**config.mk**
```make
export PLATFORM = sky130hd
export DESIGN_NAME = mux4to1
export DESIGN_NICKNAME = d
export VERILOG_FILES = /design/src/rtl/mux4to1.sv
export SDC_FILE = /design/constraint.sdc
export NUM_CORES = 1
export LEC_CHECK = 0
export CORE_UTILIZATION = 29
export DETAILED_ROUTE_END_ITERATION = 10
export PLACE_DENSITY = 0.8
export SYNTH_ARGS = -nofsm -noshare
export SYNTH_HDL_FRONTEND = slang
export SYNTH_SLANG_ARGS = --single-unit
```
**constraint.sdc**
```tcl
create_clock -name clk -period 1.25 [get_ports clk]
set_clock_uncertainty 0.05 [all_clocks]
set_input_delay 0.25 -clock clk [delete_from_list [all_inputs] [get_ports clk]]
set_output_delay 0.25 -clock clk [all_outputs]
set_load 0.01 [all_outputs]
```
**src/rtl/mux4to1.sv**
```systemverilog
// -----------------------------------------------------------------------------
// mux4to1
//
// Registered 4-to-1 word multiplexer for the NCO datapath. On each rising edge
// of clk the word chosen by the 2-bit select is captured into the output
// register. mux_out comes only from that register, so it is glitch-free and
// has no combinational path from any input.
//
// Parameters:
//   width    bit width of every data input and of the output (default 16)
//
// Ports:
//   clk      in   1       system clock, rising-edge active
//   reset    in   1       synchronous, active-high; clears mux_out to 0
//   s        in   [2:1]   select, s[2] = MSB, s[1] = LSB
//   in1      in   width   selected when s = 2'b00
//   in2      in   width   selected when s = 2'b01
//   in3      in   width   selected when s = 2'b10
//   in4      in   width   selected when s = 2'b11
//   mux_out  out  width   registered selected word, 1-cycle latency
//
// Handshake: none. The register loads every cycle while reset is low; there
// is no enable and no valid/ready pairing.
// -----------------------------------------------------------------------------
module mux4to1 #(
  parameter int width = 16
) (
  input  logic             clk,
  input  logic             reset,
  input  logic [2:1]       s,
  input  logic [width-1:0] in1,
  input  logic [width-1:0] in2,
  input  logic [width-1:0] in3,
  input  logic [width-1:0] in4,
  output logic [width-1:0] mux_out
);

  logic [width-1:0] r_mux_out;
  logic [width-1:0] w_next;

  // Select decode. The default branch is reached only when s is X/Z in
  // simulation; it holds the current register value so an unknown select
  // never corrupts the output. All four codes are real selections in
  // hardware, so the default collapses away in synthesis.
  always_comb begin
    w_next = r_mux_out;
    case (s)
      2'b00:   w_next = in1;
      2'b01:   w_next = in2;
      2'b10:   w_next = in3;
      2'b11:   w_next = in4;
      default: w_next = r_mux_out;
    endcase
  end

  // Output register: reset takes priority over the selected data.
  always_ff @(posedge clk) begin
    if (reset) begin
      r_mux_out <= '0;
    end else begin
      r_mux_out <= w_next;
    end
  end

  assign mux_out = r_mux_out;

endmodule

```
# --- Word level (Yosys, flattened, before mapping) ---
# Index checks and enable logic that the tools add are counted.
classes:
  n_mux: 1
  n_eq_ne: 3
  reduce_logical: 1
op_table:
  columns: ["op", "count"]
  rows:
  - ["16-bit one-hot mux with 4 select lines", 1]
  - ["2-bit equality test, second input constant", 2]
  - ["2-bit by 1-bit equality test with 1-bit output, second input constant", 1]
  - ["2-bit logical NOT", 1]
word_totals:
  ff_bits: 16
  inputBits: 68
  word_cells: 6
  output_inout_bits: 16

# --- Depth between registers and ports, before layout ---
# Gate-level depths: netlist (run 1).
depth:
  depth_word: 2
  ltp_mapped: 4

# --- Worst setup path before layout (run 1) ---
# No wires, ideal clock.
synth_timing:
  path_kind: "input to register"
  from: "input port s[2] in the netlist's numbering"
  to: "register r_mux_out[1], in the netlist mux_out[1]"
  n_path_buf: 2
  arrival_time_ns: 0.830
  path_slack_ns: 0.246
  stages: 4
  path_cell_list: "buf_4 buf_4 mux2i_1 o22ai_1"
synth_between:
  elab_chain_len: 2
  elab_cells_between_ends: 5
  classes_between: "eq/ne (3); mux (1); reduce/logical (1)"
synth_lines:
  columns: ["element", "line_no", "source"]
  rows:
  - ["from (decl)", "30", "input logic [2:1] s,"]
  - ["2-bit equality test (tied with other cells)", "47", "case (s)"]
  - ["16-bit one-hot mux with 4 select lines *", "47", null]
  - ["to (signal assigned)", "61", "r_mux_out <= w_next;"]
  - ["to (decl)", "38", "logic [width-1:0] r_mux_out;"]
# Mark *: on every way between the ends. The rest lies on a longest branch, timed or not.
# A chain may end at the register's enable or synchronous reset.

# --- Final worst setup path (run 1) ---
layout_timing:
  from: "register r_mux_out[12], in the netlist mux_out[12]"
  to: "output port mux_out[12]"
layout_rtl:
  columns: ["element", "line_no", "source"]
  rows:
  - ["to (decl)", "35", "output logic [width-1:0] mux_out"]
# No word-level cell between the ends.

==> results of run 1 <==
==> worst min-delay path by stage <==
stage	endpoint	slack (ns)	cells after the start
after global routing	mux_out[11]	0.48	4
after CTS	mux_out[0]	0.45	4
after floorplan	mux_out[10]	0.37	2
final	mux_out[11]	0.45	4
after detailed placement	mux_out[0]	0.75	4
after global placement	mux_out[14]	0.74	4
==> synthesized netlist by cell type, drive strengths merged <==
cell | instances | area share, %
or2 | 1 | 0.76
clkbuf | 1 | 0.60
nand2b | 1 | 0.76
dfxtp | 16 | 39
buf | 7 | 8.3
mux2i | 32 | 39
o22ai | 16 | 12
==> logic make-up after synthesis <==
logic type	count (synthesis)	synth area share, %
AOI/OAI and AO/OA	16	12.1
buffers and inverters	8	8.92
muxes	32	38.7
and+or+nand+nor	2	1.51
DFF	16	38.7
==> power by group <==
group,total [uW],internal (uW),switching (uW)
registers,560,551,8.49
clock network,341,177,164
logic,446,302,144
total,1350,1030,316
==> metal layers <==
layer  vias up  wire (um)  global-route usage (%)
met5         -          0                       0
met4         0         19                    6.43
met3         2        291                    6.56
met2        48       1440                    35.5
met1       410        843                    14.8
li1        448          -                       -
==> layout make-up <==
| class | instances | area (sq um) |
|---|---|---|
| flip-flops and latches | 16 | 320 |
| repair buffers | 89 | 863 |
| multi-input cells | 50 | 433 |
| fillers | 256 | 1040 |
| well taps | 31 | 38.8 |
| clock buffers | 4 | 36.3 |
==> stage by stage <==
stage | TNS, ns | instance area [sq um] | std cells
final | 0 | 1690 | 190
after global routing | 0 | 1690 | 190
after CTS | 0 | 1690 | 190
after detailed placement | -2.20 | 1680 | 186
after global placement | -1.49 | 1680 | 186
after floorplan | 0 | 827 | 74
==> placed cells by master, fill, tap and decap left out, drive strengths merged <==
master,count
nand2b,1
clkdlybuf4s50,66
dfxtp,16
clkbuf,4
buf,7
mux2i,32
or2,1
dlygate4sd2,16
o22ai,16
==> timing repair <==
action | CTS | global route
setup endpoints to repair | 16 | 0
gates resized for setup | 16 | 0
hold endpoints to repair | 0 | 0
==> out/metrics.cfg, run 1 <==
[die]
core.rowCount = 19
initial_utilization_pct = 30.3
die_y_um = 55.4
fp.coreArea_sq_um = 2730
num_io_pins = 84
die_w_um = 55.4
die_area_sq_um = 3070

[clock_tree]
post-cts-setup-buffers = 0
clock-sinks = 16
htreeDepth = 1
numCtsBuffers = 3
clk_path_buf_depth = 2
clkSlewWorstSetupHoldPaths_ns = 0.09
cts_root_buffer = clkbuf_4
cts_hold_buf = 0
cts_tree = yes

[layout]
largest_register_ffs = 16
layout.nets = 228
areaGrowthSynthToFinish_pct = 105
final_util_pct = 61.9
drive_above_1_share_pct = 6.92
n_antenna_cell = 0

[sta]
hold_viol_final = 0
finalMaxSlewViolations = 0
rsz0062_at_grt = no
fin_ws_ns = 0.0735
tightest_slew_ns = 0.166
slew_headroom_pct = 88.6
period_share_pct = 94.1
fmax_mhz = 850
fin_crit_ns = 1.18
holdWs_ns = 0.454
setup_viol = 0

[critical_path]
critPathCapture = mux_out[12]
crit_cells = 1
startpoint = mux_out[12]
crit_chain = dlygate4sd2_1
cpLargestDelayFamily = flip-flops
max_stage_delay_ns = 0.32
cp.required_ns = 0.95
arrival_ns = 0.88
critPathSlowestCell = dfxtp_1
worstPathMaxFanout = 1
crit_type = flip-flop to output port
worstPathBufferInverterCount = 1
cp-start-kind = flip-flop
endpoint_kind = output port

[placed_design]
portBuffers = 83
dp_hpwl_um = 2220
gp_congestion = 0.690
place_ws_ns = -0.152

[global_route]
grt-ovfl-total = 0
grt_antenna_before_repair = 0
grt_pass1_vias = 1013
grt_usage_pct = 17.4
grt_max_degree = 21
grt_pass1_wl_um = 4160

[drt]
viasPerCell = 4.78
detail-route-antenna-nets = 0
routedWlPerCell_um = 13.6
vias = 908
routed_wl_um = 2590
drc = 0
first_pass_iters = 4
drt_iter0_markers = 1

[power]
power_density_nw_per_um2 = 796
leakagePower_uw = 0.000773
vdd_ir_drop_max_mv = 0.524
total_power_uw = 1350

[logic_synthesis]
syn_area_sq_um = 827
synth_cell_type_count = 10
postSynthCellCount = 74
avgSynthCellArea_sq_um = 11.2
seq_area_frac_synth_pct = 38.7
yosys_warnings = 0
synth-seq-cells = 16
syn_nets = 142

[min_path]
min_from = s[2]
hold_path_class = input port to flip-flop

[run]
cap_violations = 0

[status]
outcome = finished clean

(Power assumes the default switching activity.)
==> run 2: changes to the inputs <==
CORE_UTILIZATION = 26   (was 29)
PLACE_DENSITY = 0.76   (was 0.8)
clock period = 1 ns   (was 1.25 ns; I/O delays follow)
==> run 2 against run 1 <==
Net effect:
- clock power rose by 28%
- global-route usage fell by 2.5 points
- sequential cell count did not move
- setup slack got worse by 0.057 ns
- critical path depth did not move
- power rose by 32%
- worst hold slack got worse by 0.11 ns
- non-clock buffer count fell by 1
- cell count rose by 6.3%
- clock-buffer cell count did not move
- via count rose by 0.11%
==> out/metrics.cfg, run 2 (synthesized netlist as in run 1, its figures left out) <==
[layout]
largest_register_ffs = 16  ; unchanged
layout.nets = 227  ; -0.44%
drive_above_1_share_pct = 29.7  ; +23 points
areaGrowthSynthToFinish_pct = 120
layout_commonest_cell = clkdlybuf4s50_1
n_antenna_cell = 0  ; unchanged
final_cell_mix = 64 x clkdlybuf4s50_1, 32 x mux2i_1, 11 x o22ai_2, 9 x dfxtp_2, 9 x buf_6
final_util_pct = 60.2  ; -1.7 points

[sta]
finalMaxSlewViolations = 0  ; unchanged
fin_crit_ns = 0.983
period_share_pct = 98.3
hold_viol_final = 0  ; unchanged
slew_headroom_pct = 85.4  ; -3.3 points
rsz0062_at_grt = yes
fmax_mhz = 1020
setup_viol = 0  ; unchanged
tightest_slew_ns = 0.213  ; +0.0478 ns
tns_ns = 0  ; unchanged

[drt]
routedWlPerCell_um = 12.8  ; -6.5%
viasPerCell = 4.50  ; -5.8%
routed_wl_um = 2580  ; -0.58%
vias = 909  ; +0.11%
drt_iter0_markers = 3  ; +2
drc = 0  ; unchanged
first_pass_iters = 3  ; -1
detail-route-antenna-nets = 0  ; unchanged

[clock_tree]
cts_tree = yes
clock-sinks = 16  ; unchanged
cts_root_buffer = clkbuf_4
clk_path_buf_depth = 2  ; unchanged
htreeDepth = 1  ; unchanged
numCtsBuffers = 3  ; unchanged
clkSlewWorstSetupHoldPaths_ns = 0.10  ; about the same
post-cts-setup-buffers = 0  ; unchanged

[global_route]
grt_antenna_before_repair = 0  ; unchanged
grt_pass1_vias = 924  ; -8.8%
grt-ovfl-total = 0  ; unchanged
grt_usage_pct = 14.9  ; -2.5 points
grt_pass1_wl_um = 3830  ; -8.0%
grt_max_degree = 25  ; +19%

[critical_path]
cp-start-kind = flip-flop
crit_type = flip-flop to output port
worstPathBufferInverterCount = 1  ; unchanged
cp.required_ns = 0.75  ; -0.20 ns
endpoint_kind = output port
max_stage_delay_ns = 0.33  ; about the same
worstPathMaxFanout = 1  ; unchanged
crit_chain = buf_6
arrival_ns = 0.73  ; -0.15 ns
cpLargestDelayFamily = flip-flops
critPathSlowestCell = dfxtp_2

[die]
initial_utilization_pct = 27.3  ; -2.9 points
die_y_um = 58.4  ; +5.4%
die_w_um = 58.4  ; +5.4%
num_io_pins = 84  ; unchanged
core.rowCount = 20  ; +1
die_area_sq_um = 3410  ; +11%
fp.coreArea_sq_um = 3030  ; +11%

[min_path]
hold_path_class = input port to flip-flop

[status]
outcome = finished clean

[power]
vdd_ir_drop_max_mv = 0.558  ; +6.6%
power_density_nw_per_um2 = 977  ; +23%
leakagePower_uw = 0.000804  ; +3.9%

[placed_design]
gp_congestion = 0.672  ; -2.7%
portBuffers = 83  ; unchanged

[run]
cap_violations = 0  ; unchanged

==> run 2: cell types whose count changed in the layout (fill, tap and decap cells not counted), sizes merged <==
| cell | previous run | this run |
|---|---|---|
| clkdlybuf4s50 | 66 | 64 |
| dlymetal6s2s | 0 | 1 |
| clkbuf | 4 | 5 |
| dlygate4sd2 | 16 | 1 |
| buf | 7 | 21 |
==> run 2: report_power, final <==
group | switching [uW] | internal [uW] | leakage [uW]
sequential | 18.8 | 695 | 0.000136
combinational | 202 | 428 | 0.000647
clock | 216 | 222 | 0.0000210
==> run 2: worst min-delay path: cells and delay by family <==
family                 cells  cell delay (ns)
AO/OA/AOI/OAI              1             0.07
buffers and inverters      2             0.23
AND/OR/NAND/NOR            1             0.15
==> run 2: repair_timing <==
item	CTS	global route
setup endpoints to repair	32	31
hold endpoints to repair	0	0
pin swaps	4	2
cloned	0	1
resized for setup	72	24
hold buffers	0	0
==> run 2: through the flow <==
| stage | std cells | hold slack [ns] | setup slack, ns | instance area (sq um) | power, uW |
|---|---|---|---|---|---|
| 3_3_place_gp | 197 | 0.706 | -0.303 | 1700 | 1310 |
| 2_1_floorplan | 74 | 0.320 | 0.0463 | 827 | 925 |
| 3_5_place_dp | 197 | 0.723 | -0.355 | 1700 | 1320 |
| 6_report | 202 | 0.344 | 0.0168 | 1820 | 1780 |
| 4_1_cts | 201 | 0.413 | -0.0119 | 1690 | 1720 |
| 5_1_grt | 202 | 0.358 | -0.0223 | 1820 | 1870 |
==> run 2: per-layer routing <==
layer / share of wire (%) / global-route usage [%] / routed length (um)
met5: 0 / 0 / 0
met4: 0 / 5.10 / 0
met3: 13 / 6.81 / 326
met2: 50 / 28.7 / 1300
met1: 37 / 13.6 / 956
==> run 2: path summary, 6_finish.rpt <==
| check | start | endpoint | slack [ns] | cells after the start |
|---|---|---|---|---|
| max | mux_out[0] | mux_out[0] | 0.02 | 1 |
| min | reset | mux_out[9] | 0.34 | 4 |
==> run 2: cell type report <==
cell class                      instances  area (sq um)
Sequential cell                        16           332
Fill cell                             275          1200
Timing Repair Buffer                   88           896
Clock buffer                            4          36.3
Tap cell                               44          55.1
Multi-Input combinational cell         50           504
==> run 3: changes to the inputs <==
CORE_ASPECT_RATIO = 0.75   (was not set)
GPL_ROUTABILITY_DRIVEN = 1   (was not set)
TNS_END_PERCENT = 5   (was not set)
==> run 3 against run 2 <==
Net effect:
- wire length is 4.5% lower
- core utilization decreased by 1.8 points
- critical path depth unchanged
- critical path type unchanged
- global-route usage grew 0.33 points
- power increased by 3.4%
- sequential power fell by 2%
==> out/metrics.cfg, run 3 (synthesized netlist as in run 1, its figures left out) <==
[status]
outcome = finished clean

[clock_tree]
clkSlewWorstSetupHoldPaths_ns = 0.06  ; -0.04 ns
clock-sinks = 16  ; unchanged
cts_root_buffer = clkbuf_8
htreeDepth = 1  ; unchanged
clk_path_buf_depth = 2  ; unchanged
cts_hold_buf = 0  ; unchanged
numCtsBuffers = 3  ; unchanged
post-cts-setup-buffers = 0  ; unchanged
cts_tree = yes

[critical_path]
crit_chain = buf_2
max_stage_delay_ns = 0.31  ; -0.02 ns
crit_type = flip-flop to output port
worstPathBufferInverterCount = 1  ; unchanged
crit_cells = 1  ; unchanged
critPathSlowestCell = dfxtp_1
endpoint_kind = output port
arrival_ns = 0.68  ; -0.05 ns
cp-start-kind = flip-flop
cp.required_ns = 0.75  ; about the same
worstPathMaxFanout = 1  ; unchanged
cpLargestDelayFamily = flip-flops

[sta]
setup_viol = 0  ; unchanged
fmax_mhz = 1070  ; +5.7%
period_share_pct = 93.0  ; -5.3 points
tightest_slew_ns = 0.191  ; -0.0222 ns
slew_headroom_pct = 86.9  ; +1.5 points
fin_ws_ns = 0.0696  ; +0.0528 ns
rsz0062_at_grt = no
fin_crit_ns = 0.930  ; -0.0528 ns
hold_viol_final = 0  ; unchanged
finalMaxSlewViolations = 0  ; unchanged

[global_route]
grt_antenna_before_repair = 0  ; unchanged
grt_max_degree = 27  ; +8.0%
grt_usage_pct = 15.2  ; +0.33 points
grt-ovfl-total = 0  ; unchanged
grt_pass1_vias = 911  ; -1.4%
grt_pass1_wl_um = 3820  ; -0.18%

[drt]
routed_wl_um = 2460  ; -4.5%
drc = 0  ; unchanged
first_pass_iters = 4  ; +1
vias = 918  ; +0.99%
viasPerCell = 4.68  ; +4.1%
detail-route-antenna-nets = 0  ; unchanged
drt_iter0_markers = 6  ; +3
routedWlPerCell_um = 12.6  ; -1.6%

[min_path]
hold_path_class = input port to flip-flop
min_path_cells = 4  ; unchanged

[layout]
n_antenna_cell = 0  ; unchanged
layout_commonest_cell = clkdlybuf4s50_1
instances_no_fill = 196  ; -3.0%
largest_register_ffs = 16  ; unchanged
areaGrowthSynthToFinish_pct = 110
final_cell_mix = 64 x clkdlybuf4s50_1, 32 x mux2i_1, 16 x buf_2, 16 x dfxtp_1, 9 x o22ai_1
final_area_sq_um = 1740  ; -4.5%
drive_above_1_share_pct = 21.5  ; -8.2 points
layout.nets = 227  ; unchanged

[placed_design]
dp_hpwl_um = 1910
place_area_sq_um = 1690  ; -0.44%
place_ws_ns = -0.344  ; +0.0112 ns
portBuffers = 83  ; unchanged
gp_congestion = 0.639  ; -4.9%
dp_cells = 191  ; -3.0%

[power]
power_density_nw_per_um2 = 1060  ; +8.3%
leakagePower_uw = 0.000781  ; -2.9%
vdd_ir_drop_max_mv = 0.707  ; +27%

[die]
num_io_pins = 84  ; unchanged
core.rowCount = 17  ; -15%
initial_utilization_pct = 27.8  ; +0.46 points
die_y_um = 50.8  ; -13%
die_area_sq_um = 3410  ; about the same
die_w_um = 67.1  ; +15%
fp.coreArea_sq_um = 2980  ; -1.7%

[run]
cap_violations = 0  ; unchanged

-- run 3: changes by cell type in the layout (fill, tap and decap cells not counted), sizes merged --
cell,change
dlymetal6s2s,-1
dlygate4sd2,+1
-- run 3: power breakdown --
part	internal, uW	total [uW]	switching, uW
Combinational	390	584	194
Clock	349	558	209
Sequential	690	700	10.5
-- run 3: worst paths after layout --
check                   start          end  slack, ns
setup / recovery  mux_out[15]  mux_out[15]       0.07
hold / removal           s[2]   mux_out[3]       0.42
-- run 3: layer usage --
layer  GRT usage, %  part of all wire (%)  vias to the layer above
met4           5.32                   1.1                        0
met1           15.1                    36                      414
met3           6.03                    12                        2
li1               -                     -                      450
met5              0                     0                        -
met2           28.3                    51                       52
-- run 3: through the flow --
step | power, uW | hold WS (ns) | setup TNS, ns | utilization, %
floorplan | 925 | 0.320 | 0 | -
global placement | 1310 | 0.667 | -5.84 | 56.9
detailed placement | 1320 | 0.682 | -6.34 | 56.9
CTS | 1870 | 0.422 | -0.0505 | 58.6
global route | 1940 | 0.437 | 0 | 58.4
finish | 1840 | 0.420 | 0 | 58.4
-- run 3: area by class of cell --
class / count / area (sq um)
clock buffers: 4 / 55.1
fillers: 272 / 1240
multi-input cells: 50 / 479
flip-flops and latches: 16 / 320
well taps: 38 / 47.5
repair buffers: 88 / 838
-- run 3: what timing repair did --
item / CTS / global route
pin swaps: 1 / 0
setup endpoints to repair: 32 / 1
resized for setup: 73 / 1
cloned: 1 / 0
